[config.mk]
export PLATFORM = sky130hd
export DESIGN_NAME = ifu_fetch_queue
export DESIGN_NICKNAME = d
export VERILOG_FILES = /design/src/rtl/ifu_fetch_queue.sv
export SDC_FILE = /design/constraint.sdc
export NUM_CORES = 1
export LEC_CHECK = 0
export ABC_CLOCK_PERIOD_IN_PS = 3700
export BUFFER_PORTS_ARGS = -buffer_cell sky130_fd_sc_hd__buf_2
export CAP_MARGIN = 20
export CORE_MARGIN = 3
export CORE_UTILIZATION = 52
export DETAILED_ROUTE_END_ITERATION = 12
export PLACE_DENSITY = 0.76
export SYNTH_ARGS = -nofsm -noshare
export SYNTH_HDL_FRONTEND = slang
export SYNTH_SLANG_ARGS = --single-unit
[constraint.sdc]
create_clock -name clk -period 3.7 [get_ports clk]
set_clock_uncertainty 0.2 [all_clocks]
set_input_delay 1.11 -clock clk [delete_from_list [all_inputs] [get_ports clk]]
set_output_delay 1.11 -clock clk [all_outputs]
set_load 0.02 [all_outputs]
[src/rtl/ifu_fetch_queue.sv]
// Instruction fetch queue: packs surviving beat slots into a circular buffer, issues oldest to ID.
// Define IFQ_STATS_EN to add the stat_full_o / stat_flush_drop_o counters.
module ifu_fetch_queue #(
   parameter int FETCH_WIDTH = 2,
   parameter int ISSUE_WIDTH = 2,
   parameter int DEPTH       = 8,
   parameter int ADDR_WIDTH  = 32
) (
   input  logic                              clk,
   input  logic                              rst,
   input  logic                              flush_i,
   input  logic                              beat_valid_i,
   output logic                              beat_ready_o,
   input  logic [FETCH_WIDTH*32-1:0]         beat_data_i,
   input  logic [ADDR_WIDTH-1:0]             beat_addr_i,
   input  logic [FETCH_WIDTH-1:0]            beat_kill_i,
   input  logic [FETCH_WIDTH-1:0]            beat_pred_i,
   input  logic                              beat_err_i,
   output logic [ISSUE_WIDTH*32-1:0]         inst_o,
   output logic [ISSUE_WIDTH*ADDR_WIDTH-1:0] inst_addr_o,
   output logic [ISSUE_WIDTH-1:0]            inst_pred_o,
   output logic [ISSUE_WIDTH-1:0]            inst_err_o,
   output logic [ISSUE_WIDTH-1:0]            inst_valid_o,
   input  logic [$clog2(ISSUE_WIDTH+1)-1:0]  deq_cnt_i,
   output logic [$clog2(DEPTH+1)-1:0]        count_o
`ifdef IFQ_STATS_EN
   ,
   output logic [31:0]                       stat_full_o,
   output logic [31:0]                       stat_flush_drop_o
`endif
);
   localparam int PW = $clog2(DEPTH);
   localparam int CW = $clog2(DEPTH+1);
   localparam int SW = (FETCH_WIDTH > 1) ? $clog2(FETCH_WIDTH) : 1;
   localparam logic [31:0] NOP = 32'h0000_0013;

   logic [31:0]           mem_inst [DEPTH];
   logic [ADDR_WIDTH-1:0] mem_addr [DEPTH];
   logic [DEPTH-1:0]      mem_pred;
   logic [DEPTH-1:0]      mem_err;

   logic [PW-1:0]          head, tail;
   logic [CW-1:0]          count, count_next;
   logic [CW-1:0]          kept, n_enq, n_deq;
   logic                   fault, enq;
   logic [FETCH_WIDTH-1:0] keep;
   logic [SW-1:0]          start;
   logic [PW-1:0]          widx [FETCH_WIDTH];
   logic [ADDR_WIDTH-1:0]  base;

   if (FETCH_WIDTH > 1) begin : g_start
      assign start = beat_addr_i[SW+1:2];
   end else begin : g_start1
      assign start = '0;
   end

   assign base  = beat_addr_i & ~ADDR_WIDTH'(FETCH_WIDTH*4-1);
   assign fault = beat_err_i || (beat_addr_i[1:0] != 2'b00);
   assign enq   = beat_valid_i && beat_ready_o && !flush_i;

   always_comb begin
      for (int k = 0; k < FETCH_WIDTH; k++)
         keep[k] = (SW'(k) >= start) && !beat_kill_i[k];
   end

   // Survivors are packed densely: slot k lands after all kept slots below it
   always_comb begin
      kept = '0;
      for (int k = 0; k < FETCH_WIDTH; k++) begin
         widx[k] = tail + kept[PW-1:0];
         if (keep[k]) kept = kept + CW'(1);
      end
   end

   assign n_enq = !enq ? '0 : (fault ? CW'(1) : kept);
   assign n_deq = (CW'(deq_cnt_i) > count) ? count : CW'(deq_cnt_i);
   assign count_next = flush_i ? '0 : count + n_enq - n_deq;
   assign count_o = count;

   always_ff @(posedge clk or posedge rst) begin
      if (rst) begin
         head         <= '0;
         tail         <= '0;
         count        <= '0;
         beat_ready_o <= 1'b0;
      end else begin
         count        <= count_next;
         beat_ready_o <= (CW'(DEPTH) - count_next) >= CW'(FETCH_WIDTH);
         if (flush_i) begin
            head <= '0;
            tail <= '0;
         end else begin
            head <= head + n_deq[PW-1:0];
            tail <= tail + n_enq[PW-1:0];
         end
      end
   end

   always_ff @(posedge clk) begin
      if (enq) begin
         if (fault) begin
            mem_inst[tail] <= NOP;
            mem_addr[tail] <= beat_addr_i;
            mem_pred[tail] <= 1'b0;
            mem_err[tail]  <= 1'b1;
         end else begin
            for (int k = 0; k < FETCH_WIDTH; k++) begin
               if (keep[k]) begin
                  mem_inst[widx[k]] <= beat_data_i[k*32 +: 32];
                  mem_addr[widx[k]] <= base | ADDR_WIDTH'(k*4);
                  mem_pred[widx[k]] <= beat_pred_i[k];
                  mem_err[widx[k]]  <= 1'b0;
               end
            end
         end
      end
   end

   for (genvar i = 0; i < ISSUE_WIDTH; i++) begin : g_out
      logic [PW-1:0] r;
      assign r = head + PW'(i);
      assign inst_valid_o[i] = count > CW'(i);
      assign inst_o[i*32 +: 32] = inst_valid_o[i] ? mem_inst[r] : '0;
      assign inst_addr_o[i*ADDR_WIDTH +: ADDR_WIDTH] =
         inst_valid_o[i] ? mem_addr[r] : '0;
      assign inst_pred_o[i] = inst_valid_o[i] && mem_pred[r];
      assign inst_err_o[i]  = inst_valid_o[i] && mem_err[r];
   end

`ifdef IFQ_STATS_EN
   logic [32:0] drop_sum;
   assign drop_sum = {1'b0, stat_flush_drop_o} + 33'(count);

   always_ff @(posedge clk or posedge rst) begin
      if (rst) begin
         stat_full_o       <= '0;
         stat_flush_drop_o <= '0;
      end else begin
         if (beat_valid_i && !beat_ready_o && stat_full_o != '1)
            stat_full_o <= stat_full_o + 32'd1;
         if (flush_i)
            stat_flush_drop_o <= drop_sum[32] ? '1 : drop_sum[31:0];
      end
   end
`endif

   a_deq_le_count: assert property (@(posedge clk) disable iff (rst)
      CW'(deq_cnt_i) <= count);
   a_no_overflow: assert property (@(posedge clk) disable iff (rst)
      count_next <= CW'(DEPTH));

endmodule

* After elaboration in Yosys (flattened, before gate mapping)
Memory sizes are Yosys's and may differ from the RTL's.
Index checks and enable logic that the tools add are counted.
** Operators by class
- $add $sub $neg :: 8
- Magnitude comparators :: 12
- Multiplexer cells :: 49
- Bitwise gates (word level) :: 8
- Reduce and logical (&&, ||, !) cells :: 15
** Operator list (number)
- $mux W32 :: 6
- $mux W8 :: 10
- $and A8 B8 Y8 :: 3
- $mux W4 :: 5
- $mux W1 :: 18
- $bwmux W8 :: 2
- $lt A3 B4 Y1 const B :: 4
- $not A8 Y8 :: 2
- $bmux W1 S3 :: 4
- $logic_and A1 B1 Y1 :: 10
- $add A3 B3 Y3 :: 3
- $gt A4 B1 Y1 const B :: 2
- $or A8 B8 Y8 :: 1
- $demux W1 S3 :: 2
- $ge A3 B1 Y1 const B :: 2
- $mux W3 :: 2
- $add A4 B1 Y4 const B :: 1
- $add A4 B4 Y4 :: 1
- $ge A4 B2 Y1 const B :: 1
- $gt A2 B4 Y1 :: 1
- $sub A4 B4 Y4 :: 1
- $sub A4 B4 Y4 const A :: 1
- $add A3 B1 Y3 const B :: 1
- $logic_not A1 Y1 :: 3
- 4 further kinds :: 6
** Word-level totals
- Register bits :: 27
- Bits in writable memories :: 512
- Bits of input ports :: 107
- Logic and storage cells :: 100
- Memories kept :: 2
** Memory list
- mem_addr :: words 8, width 32, rd ports 2, clocked after Yosys merged registers in 0, write ports 2, line 38 : logic [ADDR_WIDTH-1:0] mem_addr [DEPTH];
- mem_inst :: words 8, width 32, rd ports 2, clocked after Yosys merged registers in 0, write ports 2, line 37 : logic [31:0] mem_inst [DEPTH];

* Longest topological paths before layout
- Depth after elaboration :: 12
- Mapped depth :: 18

* Least setup slack after synthesis
No wires, ideal clock.
- Kind :: in2reg
- Start :: input port flush_i
- End :: register beat_ready_o
- Setup time :: 133 ps
- Arrival :: 4628 ps
- Slack :: -1261 ps
- Stages :: 14
- Buffers on the path :: 1
- Cells stage by stage :: nand3b_1 -> inv_1 -> clkbuf_1 -> o21ai_0 -> ha_1 -> inv_1 -> ha_1 -> fa_1 -> nor2b_1 -> inv_1 -> ha_1 -> or2_2 -> a211oi_1 -> o211ai_1
** Between the ends
- Longest elaborated chain between the ends :: 8
** Ends and longest elaborated chain
- start: declaration :: line 11 : input logic flush_i,
- $logic_not A1 Y1 :: line 59 : assign enq = beat_valid_i && beat_ready_o && !flush_i;
- $logic_and A1 B1 Y1 :: line 59
- via enq :: line 45 : logic fault, enq;
- $mux W4 :: line 75 : assign n_enq = !enq ? '0 : (fault ? CW'(1) : kept);
- $add A4 B4 Y4 :: line 77 : assign count_next = flush_i ? '0 : count + n_enq - n_deq;
- $sub A4 B4 Y4 :: line 77
- $mux W4 :: line 77
- via count_next[1] :: line 43 : logic [CW-1:0] count, count_next;
- $sub A4 B4 Y4 :: line 88 : beat_ready_o <= (CW'(DEPTH) - count_next) >= CW'(FETCH_WIDTH);
- $ge A4 B2 Y1 :: line 88
- end signal: assignment :: line 88
- end: declaration :: line 13 : output logic beat_ready_o,
The timed path passes the listed nets, and every way through them passes these cells.
A chain may end at the register's enable or synchronous reset.

* Worst setup path after layout
- Start :: register head[1]
- End :: output port inst_o[43]
** Between the ends
- Longest elaborated chain between the ends :: 3
** Ends and longest elaborated chain
- start: declaration :: line 42 : logic [PW-1:0] head, tail;
- start signal: assignment :: line 93 : head <= head + n_deq[PW-1:0];
- $add A3 B1 Y3 :: line 121 : assign r = head + PW'(i);
- $mem_v2 Z8 W32
- $mux W32 :: line 123 : assign inst_o[i*32 +: 32] = inst_valid_o[i] ? mem_inst[r] : '0;
- end: declaration :: line 19 : output logic [ISSUE_WIDTH*32-1:0] inst_o,
Every way passes these cells.

==> results_dict.tcl <==
set metrics [dict create \
    start_util_pct 53.0 \
    yosys.area.top_type_share_pct 49.1 \
    synth_seq_cells 539 \
    dp_hpwl_microns 55100 \
    maxSlewViolCount 0 \
    path_class "register to output port" \
    async_flop_share_pct 2.04 \
    postRouteWirelength_microns 104000 \
    drc_errors 0 \
    chipWidth_microns 249 \
    max-vdd-ir-drop_mv 0.574 \
    synthCells 2438 \
    min_path_type "register to register" \
    grt_pass1_wl_microns 149000 \
    end_kind "output port" \
    cp.required_ns 2.39 \
    r2r-start "count_o[1]$_DFF_PP0_" \
    run_status "finished with violations" \
    clk_pin_slew_ns 0.06 \
    portBuffers 245 \
    synth.area.top_cells "edfxtp_1 49%, mux4_2 19%, and2_1 4.7%" \
    fillers 3978 \
    timing.fmax_mhz 249 \
    syn2layout_area_growth_pct 25.2 \
    viasPerCell 6.79 \
    violations "setup timing" \
    overflow 0 \
    power_density_nw_per_um2 794 \
    core_sq_um 58100 \
    grt_max_degree 120 \
    synth_area_sq_um 30800 \
    numClockSinks 539 \
    synth_nets 2566 \
    grt_setup_unrepaired "yes" \
    dr.pass1.iters 6 \
    htree_levels 2 \
    cp_max_fo 7 \
    fp-row-count 88 \
    ys_warn_count 0 \
    vias 24000 \
    maxCapViolCount 0 \
    cts_buffer_depth 3 \
    antenna_found_initial 12 \
    cts_tree "built" \
    ys_seq_area_share_pct 51.5 \
    maxSlewHeadroom_pct 35.1 \
    drive_above_1_share_pct 36.2 \
    cp.arrival_ns 2.71 \
    fin_crit_ns 4.02 \
    synth_top_area_cell "edfxtp_1" \
    crit_start "head[1]$_DFF_PP0_" \
    synth_cell_type_count 49 \
    tightest_slew_ns 0.968 \
    ios 246 \
    cts_buffers 56 \
    power.total_mw 30.6 \
    first_iter_violations 3412 \
    clock_latency_ns 0.61 \
    p_leak_nw 13.9 \
    synth_enable_flop_cells 504 \
    worst_setup_path_start_kind "register" \
    setup_ws_ns -0.322 \
    dieArea_sq_um 62200 \
    synth_flop_cell "edfxtp_1" \
    hold_viol 0 \
    cts_root_buf "clkbuf_16" \
    finalSetupViolations 133 \
    min_from "mem_addr[1][0]$_SDFFE_PP0P_" \
    min_period_over_period_pct 109 \
    grt_use_total_pct 31.4 \
    nets 2844 \
    die_h_microns 249 \
    wl_per_cell_microns 29.5 \
    whs_ns 0.281 \
    gp_congestion 0.918 \
    grt_pass1_vias 24400 \
    avgSynthCellArea_sq_um 12.6 \
    final_antenna_net_count 0 \
]
[per-layer routing]
metal | GRT usage [%] | wire [microns] | vias to the layer above
met5 | 0 | 40 | -
met3 | 8.96 | 15000 | 366
li1 | - | - | 9843
met4 | 14.4 | 5090 | 8
met2 | 49.5 | 49000 | 2054
met1 | 40.8 | 35000 | 11700
[cells by family after synthesis]
logic type               synth area share (%)
flip-flops                               51.5
AND/OR/NAND/NOR                          13.4
XOR/XNOR                                0.256
adder cells (fa/ha/maj)                 0.925
buffers and inverters                    4.27
multiplexers                             23.1
AO/OA/AOI/OAI                            6.59
[path summary, 6_finish.rpt]
path	endpoint	slack, ns	cells past startpoint
max	inst_o[43]	-0.32	7
min	mem_addr[1][0]$_SDFFE_PP0P_	0.28	2
max reg2reg	beat_ready_o$_DFF_PP0_	0.04	14
min reg2reg	mem_addr[1][0]$_SDFFE_PP0P_	0.28	2
max in group asynchronous	head[2]$_DFF_PP0_	2.65	2
min in group asynchronous	count_o[1]$_DFF_PP0_	0.30	2
[metrics by stage]
step | setup WS [ns] | cells | util [%] | TNS, ns | instance area, sq um
floorplan | -0.510 | 2438 | - | -1.02 | 31200
global placement | -0.794 | 3327 | 58.4 | -119.29 | 33900
detailed placement | -0.916 | 3327 | 58.4 | -166.59 | 33900
CTS | -0.341 | 3489 | 64.9 | -30.79 | 37700
global route | -0.341 | 3528 | 66.4 | -30.82 | 38600
finish | -0.322 | 3531 | 66.4 | -24.04 | 38600
[layout by cell type, fill, tap and decap left out, drive strengths merged, types with 12 or more instances in the layout]
cell type | synthesis | routed
ha | 18 | 18
nand2 | 196 | 196
o21ai | 225 | 225
mux4 | 264 | 264
and3 | 14 | 14
mux2i | 115 | 115
clkinv | 0 | 22
a211oi | 12 | 12
dfxtp | 24 | 24
a2bb2oi | 18 | 18
and2 | 234 | 234
nand3 | 220 | 220
buf | 150 | 453
edfxtp | 504 | 504
nor2 | 106 | 106
a21oi | 100 | 100
clkbuf | 103 | 85
inv | 49 | 49
[worst max-delay path, cell delays in order, from the launching register on]
cell and delay (ns):
dfrtp_4 0.55, ha_4 0.36, buf_12 0.15, buf_12 0.14
mux4_2 0.49, nand2_1 0.08, a21oi_1 0.12, buf_2 0.19
[synthesized netlist by cell type, types with 4 or more instances]
library cell / number
and3_1: 14
a211oi_1: 12
o21ai_1: 203
inv_1: 48
mux2i_1: 115
nand3b_1: 5
clkbuf_1: 101
nor2_1: 106
nand2b_1: 7
buf_4: 8
xnor2_1: 5
nand3_1: 220
mux4_2: 264
ha_1: 18
nand2_1: 196
nand4_1: 8
xor2_1: 4
buf_2: 113
dfxtp_1: 24
and2_1: 234
buf_1: 28
o22a_1: 6
o21ai_0: 22
nor2b_1: 6
a21oi_1: 100
a2bb2oi_1: 18
o211ai_1: 5
edfxtp_1: 504
dfrtp_1: 11
[power breakdown]
part           internal, mW  switching (mW)
Sequential             6.77           0.162
Clock                  3.14            2.38
Combinational          8.65            9.53
Total                  18.6            12.1
[repair_timing]
action | CTS | global route
setup endpoints to repair | 134 | 135
hold buffers | 0 | 0
pin swaps | 41 | 54
buffers inserted | 39 | 22
resized for setup | 228 | 147
cloned | 27 | 21
[cell type report]
type / count / area, sq um / share of cell area [%]
antenna: 10 / 25.0 / 0.0648
clock buffer: 69 / 1510 / 3.91
clock inverter: 29 / 236 / 0.612
inverter: 49 / 191 / 0.496
multi-input combinational: 1597 / 14500 / 37.4
sequential: 539 / 15900 / 41.2
tap: 765 / 957 / 2.48
timing repair buffer: 473 / 5330 / 13.8
[state kept, by name, indices dropped and copies added, names as in the netlist]
signal and flops:
tail 3, head 3, mem_addr 256, mem_pred 8, count_o 4, beat_ready_o 1, mem_inst 256, mem_err 8
No activity file was read; power rests on OpenSTA's default activity.
